**src/rtl/sync_fifo_buf_pkg.sv**
```systemverilog
// Shared constants and helpers for the single-clock FIFO buffer.
// Optional error flags are enabled by defining SYNC_FIFO_ERR_EN.
package sync_fifo_pkg;

  // Default geometry and flag thresholds
  localparam int DATASIZE_DEF   = 8;
  localparam int ADDRSIZE_DEF   = 4;
  localparam int AFULL_LVL_DEF  = 14;
  localparam int AEMPTY_LVL_DEF = 2;

  // Pointers carry one extra wrap bit beyond the memory address
  localparam int PTR_EXTRA_BITS = 1;

  // Number of words held by a FIFO with the given address width
  function automatic int fifo_depth(input int addrsize);
    return 1 << addrsize;
  endfunction

  // Width of the read/write pointers, including the wrap bit
  function automatic int ptr_width(input int addrsize);
    return addrsize + PTR_EXTRA_BITS;
  endfunction

endpackage

```
**src/rtl/sync_fifo_buf_if.sv**
```systemverilog
// Handshake bundle between a FIFO user (master) and the FIFO (slave).
interface sync_fifo_buf_if #(
  parameter int DATASIZE = 8,
  parameter int ADDRSIZE = 4
);
  logic                winc;
  logic [DATASIZE-1:0] wdata;
  logic                rinc;
  logic [DATASIZE-1:0] rdata;
  logic                rvalid;
  logic                wfull;
  logic                rempty;
  logic                walmost_full;
  logic                ralmost_empty;
  logic [ADDRSIZE:0]   count;
  logic                overflow;
  logic                underflow;

  modport master (
    output winc, wdata, rinc,
    input  rdata, rvalid, wfull, rempty, walmost_full, ralmost_empty,
           count, overflow, underflow
  );

  modport slave (
    input  winc, wdata, rinc,
    output rdata, rvalid, wfull, rempty, walmost_full, ralmost_empty,
           count, overflow, underflow
  );
endinterface

```
**src/rtl/sync_fifo_buf_dpram.sv**
```systemverilog
// Storage array for the FIFO: one write port, one registered read port.
// Only the read register is reset; the memory contents are not.
module fifo_dpram
  import sync_fifo_pkg::*;
#(
  parameter int DATASIZE = 8,
  parameter int ADDRSIZE = 4
) (
  input  logic                wclk,
  input  logic                rst,
  input  logic                we,
  input  logic [ADDRSIZE-1:0] waddr,
  input  logic [DATASIZE-1:0] wdata,
  input  logic                re,
  input  logic [ADDRSIZE-1:0] raddr,
  output logic [DATASIZE-1:0] rdata
);
  localparam int DEPTH = fifo_depth(ADDRSIZE);

  logic [DATASIZE-1:0] mem [DEPTH];
  logic [DATASIZE-1:0] rdata_q;

  // Store the incoming word at the write address when a write is accepted
  always_ff @(posedge wclk) begin
    if (we) begin
      mem[waddr] <= wdata;
    end
  end

  // Capture the addressed word on an accepted read; hold otherwise
  always_ff @(posedge wclk) begin
    if (rst) begin
      rdata_q <= '0;
    end else if (re) begin
      rdata_q <= mem[raddr];
    end
  end

  assign rdata = rdata_q;
endmodule

```
**src/rtl/sync_fifo_buf.sv**
```systemverilog
// Single-clock FIFO buffer: pointer management, occupancy flags/count and a
// registered read port around fifo_dpram. Flags decode from registered
// pointers only. Define SYNC_FIFO_ERR_EN to get sticky overflow/underflow.
module sync_fifo_buf
  import sync_fifo_pkg::*;
#(
  parameter int DATASIZE   = DATASIZE_DEF,
  parameter int ADDRSIZE   = ADDRSIZE_DEF,
  parameter int AFULL_LVL  = AFULL_LVL_DEF,
  parameter int AEMPTY_LVL = AEMPTY_LVL_DEF
) (
  input logic           wclk,
  input logic           wrst,
  sync_fifo_buf_if.slave bus
);
  localparam int PTRW = ptr_width(ADDRSIZE);
  localparam logic [PTRW-1:0] AFULL_C  = PTRW'(AFULL_LVL);
  localparam logic [PTRW-1:0] AEMPTY_C = PTRW'(AEMPTY_LVL);

  logic [PTRW-1:0] wptr_q, wptr_d;
  logic [PTRW-1:0] rptr_q, rptr_d;
  logic [PTRW-1:0] count;
  logic            rvalid_q, rvalid_d;
  logic            full, empty, we, re;

  // Decode status from the registered pointers and work out accepted ops
  always_comb begin
    empty    = (wptr_q == rptr_q);
    full     = (wptr_q[ADDRSIZE-1:0] == rptr_q[ADDRSIZE-1:0]) &&
               (wptr_q[ADDRSIZE] != rptr_q[ADDRSIZE]);
    count    = wptr_q - rptr_q;
    we       = bus.winc && !full && !wrst;
    re       = bus.rinc && !empty && !wrst;
    wptr_d   = we ? wptr_q + PTRW'(1) : wptr_q;
    rptr_d   = re ? rptr_q + PTRW'(1) : rptr_q;
    rvalid_d = re;
  end

  // Advance pointers and the read-valid pulse; reset returns to empty
  always_ff @(posedge wclk) begin
    if (wrst) begin
      wptr_q   <= '0;
      rptr_q   <= '0;
      rvalid_q <= 1'b0;
    end else begin
      wptr_q   <= wptr_d;
      rptr_q   <= rptr_d;
      rvalid_q <= rvalid_d;
    end
  end

  fifo_dpram #(
    .DATASIZE (DATASIZE),
    .ADDRSIZE (ADDRSIZE)
  ) u_mem (
    .wclk  (wclk),
    .rst   (wrst),
    .we    (we),
    .waddr (wptr_q[ADDRSIZE-1:0]),
    .wdata (bus.wdata),
    .re    (re),
    .raddr (rptr_q[ADDRSIZE-1:0]),
    .rdata (bus.rdata)
  );

  assign bus.rvalid        = rvalid_q;
  assign bus.rempty        = empty;
  assign bus.wfull         = full;
  assign bus.count         = count;
  assign bus.walmost_full  = (count >= AFULL_C);
  assign bus.ralmost_empty = (count <= AEMPTY_C);

`ifdef SYNC_FIFO_ERR_EN
  logic overflow_q, underflow_q;

  // Latch any write-while-full or read-while-empty until the next reset
  always_ff @(posedge wclk) begin
    if (wrst) begin
      overflow_q  <= 1'b0;
      underflow_q <= 1'b0;
    end else begin
      if (bus.winc && full)  overflow_q  <= 1'b1;
      if (bus.rinc && empty) underflow_q <= 1'b1;
    end
  end

  assign bus.overflow  = overflow_q;
  assign bus.underflow = underflow_q;
`else
  assign bus.overflow  = 1'b0;
  assign bus.underflow = 1'b0;
`endif
endmodule

```
**src/flat_wrapper.sv**
```systemverilog
// flat-port wrapper written by rule: the top's interface ports become plain ports
module sync_fifo_buf_flat import sync_fifo_pkg::*;
#(
  parameter int DATASIZE   = DATASIZE_DEF,
  parameter int ADDRSIZE   = ADDRSIZE_DEF,
  parameter int AFULL_LVL  = AFULL_LVL_DEF,
  parameter int AEMPTY_LVL = AEMPTY_LVL_DEF
)
  (wclk, wrst, bus_winc, bus_wdata, bus_rinc, bus_rdata, bus_rvalid, bus_wfull, bus_rempty, bus_walmost_full, bus_ralmost_empty, bus_count, bus_overflow, bus_underflow);
  sync_fifo_buf_if #(.DATASIZE(DATASIZE), .ADDRSIZE(ADDRSIZE)) bus_i ();
  input logic wclk;
  input logic wrst;
  input wire logic [$bits(bus_i.winc)-1:0] bus_winc;
  input wire logic [$bits(bus_i.wdata)-1:0] bus_wdata;
  input wire logic [$bits(bus_i.rinc)-1:0] bus_rinc;
  output wire logic [$bits(bus_i.rdata)-1:0] bus_rdata;
  output wire logic [$bits(bus_i.rvalid)-1:0] bus_rvalid;
  output wire logic [$bits(bus_i.wfull)-1:0] bus_wfull;
  output wire logic [$bits(bus_i.rempty)-1:0] bus_rempty;
  output wire logic [$bits(bus_i.walmost_full)-1:0] bus_walmost_full;
  output wire logic [$bits(bus_i.ralmost_empty)-1:0] bus_ralmost_empty;
  output wire logic [$bits(bus_i.count)-1:0] bus_count;
  output wire logic [$bits(bus_i.overflow)-1:0] bus_overflow;
  output wire logic [$bits(bus_i.underflow)-1:0] bus_underflow;
  assign bus_i.winc = bus_winc;
  assign bus_i.wdata = bus_wdata;
  assign bus_i.rinc = bus_rinc;
  assign bus_rdata = bus_i.rdata;
  assign bus_rvalid = bus_i.rvalid;
  assign bus_wfull = bus_i.wfull;
  assign bus_rempty = bus_i.rempty;
  assign bus_walmost_full = bus_i.walmost_full;
  assign bus_ralmost_empty = bus_i.ralmost_empty;
  assign bus_count = bus_i.count;
  assign bus_overflow = bus_i.overflow;
  assign bus_underflow = bus_i.underflow;
  sync_fifo_buf #(.DATASIZE(DATASIZE), .ADDRSIZE(ADDRSIZE), .AFULL_LVL(AFULL_LVL), .AEMPTY_LVL(AEMPTY_LVL)) u_core (.wclk(wclk), .wrst(wrst), .bus(bus_i));
endmodule
```
**config.mk**
```make
export PLATFORM = sky130hd
export DESIGN_NAME = sync_fifo_buf_flat
export DESIGN_NICKNAME = d
export VERILOG_FILES = /design/src/rtl/sync_fifo_buf_pkg.sv /design/src/rtl/sync_fifo_buf_if.sv /design/src/rtl/sync_fifo_buf_dpram.sv /design/src/rtl/sync_fifo_buf.sv /design/src/flat_wrapper.sv
export SDC_FILE = /design/constraint.sdc
export NUM_CORES = 1
export LEC_CHECK = 0
export ABC_AREA = 1
export BUFFER_PORTS_ARGS = -buffer_cell sky130_fd_sc_hd__buf_4
export CORE_ASPECT_RATIO = 0.8
export CORE_UTILIZATION = 40
export CTS_CLUSTER_SIZE = 8
export DETAILED_ROUTE_END_ITERATION = 8
export GPL_TIMING_DRIVEN = 0
export PLACE_DENSITY = 0.67
export SLEW_MARGIN = 15
export SYNTH_ARGS = -nofsm -noshare
export SYNTH_HDL_FRONTEND = slang
export SYNTH_HIERARCHICAL = 1
export SYNTH_SLANG_ARGS = --single-unit
```
**constraint.sdc**
```tcl
create_clock -name wclk -period 7.3 [get_ports wclk]
set_clock_uncertainty 0.15 [all_clocks]
set_input_delay 0 -clock wclk [delete_from_list [all_inputs] [get_ports wclk]]
set_output_delay 0 -clock wclk [all_outputs]
set_load 0.01 [all_outputs]
```
==> results.py <==
metrics = {
    "sta": {
        "relSlewSlack_pct": 43.9,
        "worstMarginPinSlew_ps": 838,
        "setup_violations": 0,
        "rsz0062_at_grt": "false",
        "setup_tns_ps": 0,
        "fin_ws_ps": 4350,
        "holdWs_ps": 278,
        "fmax_ghz": 0.339,
        "finalCritPeriodShare_pct": 40.4,
        "slew_violations": 0,
        "finalHoldViolations": 0,
        "fin_crit_ps": 2950,
    },
    "floorplanning": {
        "core_area_sq_um": 15800,
        "initial_utilization_pct": 41.1,
        "fp.dieH_um": 116,
        "ios": 32,
        "die_x_um": 144,
        "dieArea_sq_um": 16700,
        "placementRows": 41,
    },
    "global_routing": {
        "grtUsageTotal_pct": 19.8,
        "antenna_found_initial": 0,
        "grt_pass1_wl_mm": 23.6,
        "grt_overflow": 0,
        "grt_pass1_vias": 4381,
        "grt_max_degree": 17,
    },
    "min_path": {
        "min_path_cells": 3,
        "hold_end": "u_core/wptr_q[3]",
        "hp-start": "wrst",
        "min-delay-path-class": "in -> reg",
    },
    "worst_setup_path": {
        "start_kind": "flip-flop",
        "rrSetupSlack_ps": 4350,
        "reg2regPathDepth": 10,
        "critPathArrivalTime_ps": 2840,
        "reg2reg_from": "u_core/rptr_q[2]",
        "endpoint_kind": "flip-flop",
        "rr_endpoint": "u_core/u_mem/mem[14][3]",
        "cp.required_ps": 7190,
        "cp_max_fo": 8,
        "worstSetupPathType": "reg -> reg",
    },
    "route": {
        "wl_per_cell_um": 16.8,
        "drtPass1Iterations": 5,
        "viasPerCell": 5.09,
        "ant_nets": 0,
        "vias": 4614,
        "drt_iter0_drc": 442,
        "routed_wl_mm": 15.2,
        "drc": 0,
    },
    "status": {
        "outcome": "completed",
    },
    "clock_network": {
        "cts_sinks": 147,
        "tritoncts": "yes",
        "clock_path_buffers": 2,
        "htreeDepth": 4,
        "insertion_delay_ps": 410,
        "cts.clk_slew.worst_paths_ps": 60,
        "cts-root-buf": "clkbuf_16",
        "cts_buffers": 17,
        "cts_resized": 0,
    },
    "job": {
        "cap_viol_max_count": 0,
    },
    "place": {
        "dp_hpwl_mm": 10.4,
        "gp_congestion": 0.899,
        "placedCellCount": 863,
        "port-buffer-count": 28,
        "placed_cell_area_sq_um": 6970,
        "pre_cts_ws_ps": 4350,
    },
    "pwr": {
        "static-leakage-power_nw": 3.03,
        "total_power_mw": 1.97,
        "ir_worst_vdd_uv": 175,
        "p_per_area_nw_per_um2": 257,
    },
    "final_layout": {
        "fin_util_pct": 48.6,
        "stdcell_area_sq_um": 7690,
        "n_antenna_cell": 0,
        "seqCellArea_sq_um": 4220,
        "fill_cells": 1433,
        "layout.cells.non_filler": 906,
        "nets": 698,
        "drive_gt1_share_pct": 16.4,
        "syn2layout_area_growth_pct": 18.5,
        "multi_input_area_sq_um": 1890,
    },
    "synth": {
        "synth.avg_cell_area_sq_um": 10.5,
        "yosys-top-cells-count": "200 x nand2_1, 128 x edfxtp_1, 123 x nand3_1, 36 x nor2_1, 33 x inv_1",
        "ys_types": 26,
        "yosysSeqAreaShare_pct": 65.1,
        "synthFlopType": "edfxtp_1",
        "yosysTopAreaCellShare_pct": 59.2,
        "yosys-top-cells-area": "edfxtp_1 59%, nand2_1 12%, nand3_1 9.5%",
        "yosysMostFrequentCell": "nand2_1",
        "synth_area_sq_um": 6490,
        "syn_inst": 619,
        "synth_edf_count": 128,
        "synth-seq-cells": 147,
        "async_flop_share_pct": 0,
        "synth_top_area_cell": "edfxtp_1",
        "yosys_warnings": 6,
    },
}
-- critical path: stages, from the launching register on --
cell and delay, ps:
dfxtp_1 350, clkbuf_1 290, inv_1 110, ha_1 370, nand2_2 110, nor2_4 60
nand2_4 100, nand2_4 90, inv_2 130, nand3_1 160, nor2_1 670
-- power breakdown --
group          switching, mW  internal (mW)
Clock                  0.314          0.563
Sequential           0.00713          0.922
Combinational          0.106         0.0592
Total                  0.427           1.54
-- routing by layer --
metal	up-vias	global-route usage (%)	wire length (um)
met1	2185	27.3	6750
met5	-	0	0
met4	0	5.89	231
li1	2210	-	-
met2	197	29.8	6720
met3	22	6.57	1520
-- cells in the final DEF, fill, tap and decap left out, types with 11 or more instances in the layout --
master and count:
nand3_1 123, inv_1 33, dfxtp_1 19, buf_6 11, dlygate4sd3_1 12, nand2_1 200, buf_4 35, clkbuf_16 17
edfxtp_1 128, nor2_1 36
-- timing repair --
action	in CTS	in global routing
setup buffers	0	0
endpoints found under the hold margin	147	0
hold buffers	12	0
-- cell type report --
cell class,count,area share [%]
inverters,37,1.81
flip-flops and latches,147,55.0
clock buffers,18,5.58
multi-input cells,405,24.6
clock inverters,13,2.17
repair buffers,40,4.30
plain buffers,31,3.09
well taps,215,3.50
-- sequential cells by signal, summed over array words and instances, names as in the netlist --
signal              cells
u_core/bus.rvalid       1
u_core/wptr_q           5
u_core/rptr_q           5
u_core/u_mem/rdata      8
u_core/u_mem/mem      128
-- how the worst max path moves through the flow --
stage / startpoint / end / slack [ps] / cells past startpoint
after floorplan: u_core/rptr_q[2] / u_core/u_mem/mem[12][0] / 4880 / 10
after global placement: u_core/rptr_q[2] / u_core/u_mem/mem[6][5] / 4470 / 10
after detailed placement: u_core/rptr_q[2] / u_core/u_mem/mem[6][2] / 4350 / 10
after CTS: u_core/rptr_q[2] / u_core/u_mem/mem[6][1] / 4320 / 10
after global routing: u_core/rptr_q[2] / u_core/u_mem/mem[6][1] / 4110 / 10
final: u_core/rptr_q[2] / u_core/u_mem/mem[14][3] / 4350 / 10
-- cell families after synthesis --
logic type | after synthesis | synth area share, %
compound gates | 11 | 1.20
buf+inv | 68 | 5.81
fa+ha+maj | 7 | 1.47
simple gates | 383 | 26.1
xor+xnor | 2 | 0.270
flops | 147 | 65.1
other cells | 1 | 0.0578
Note: power is estimated with default switching activity, not from simulation.
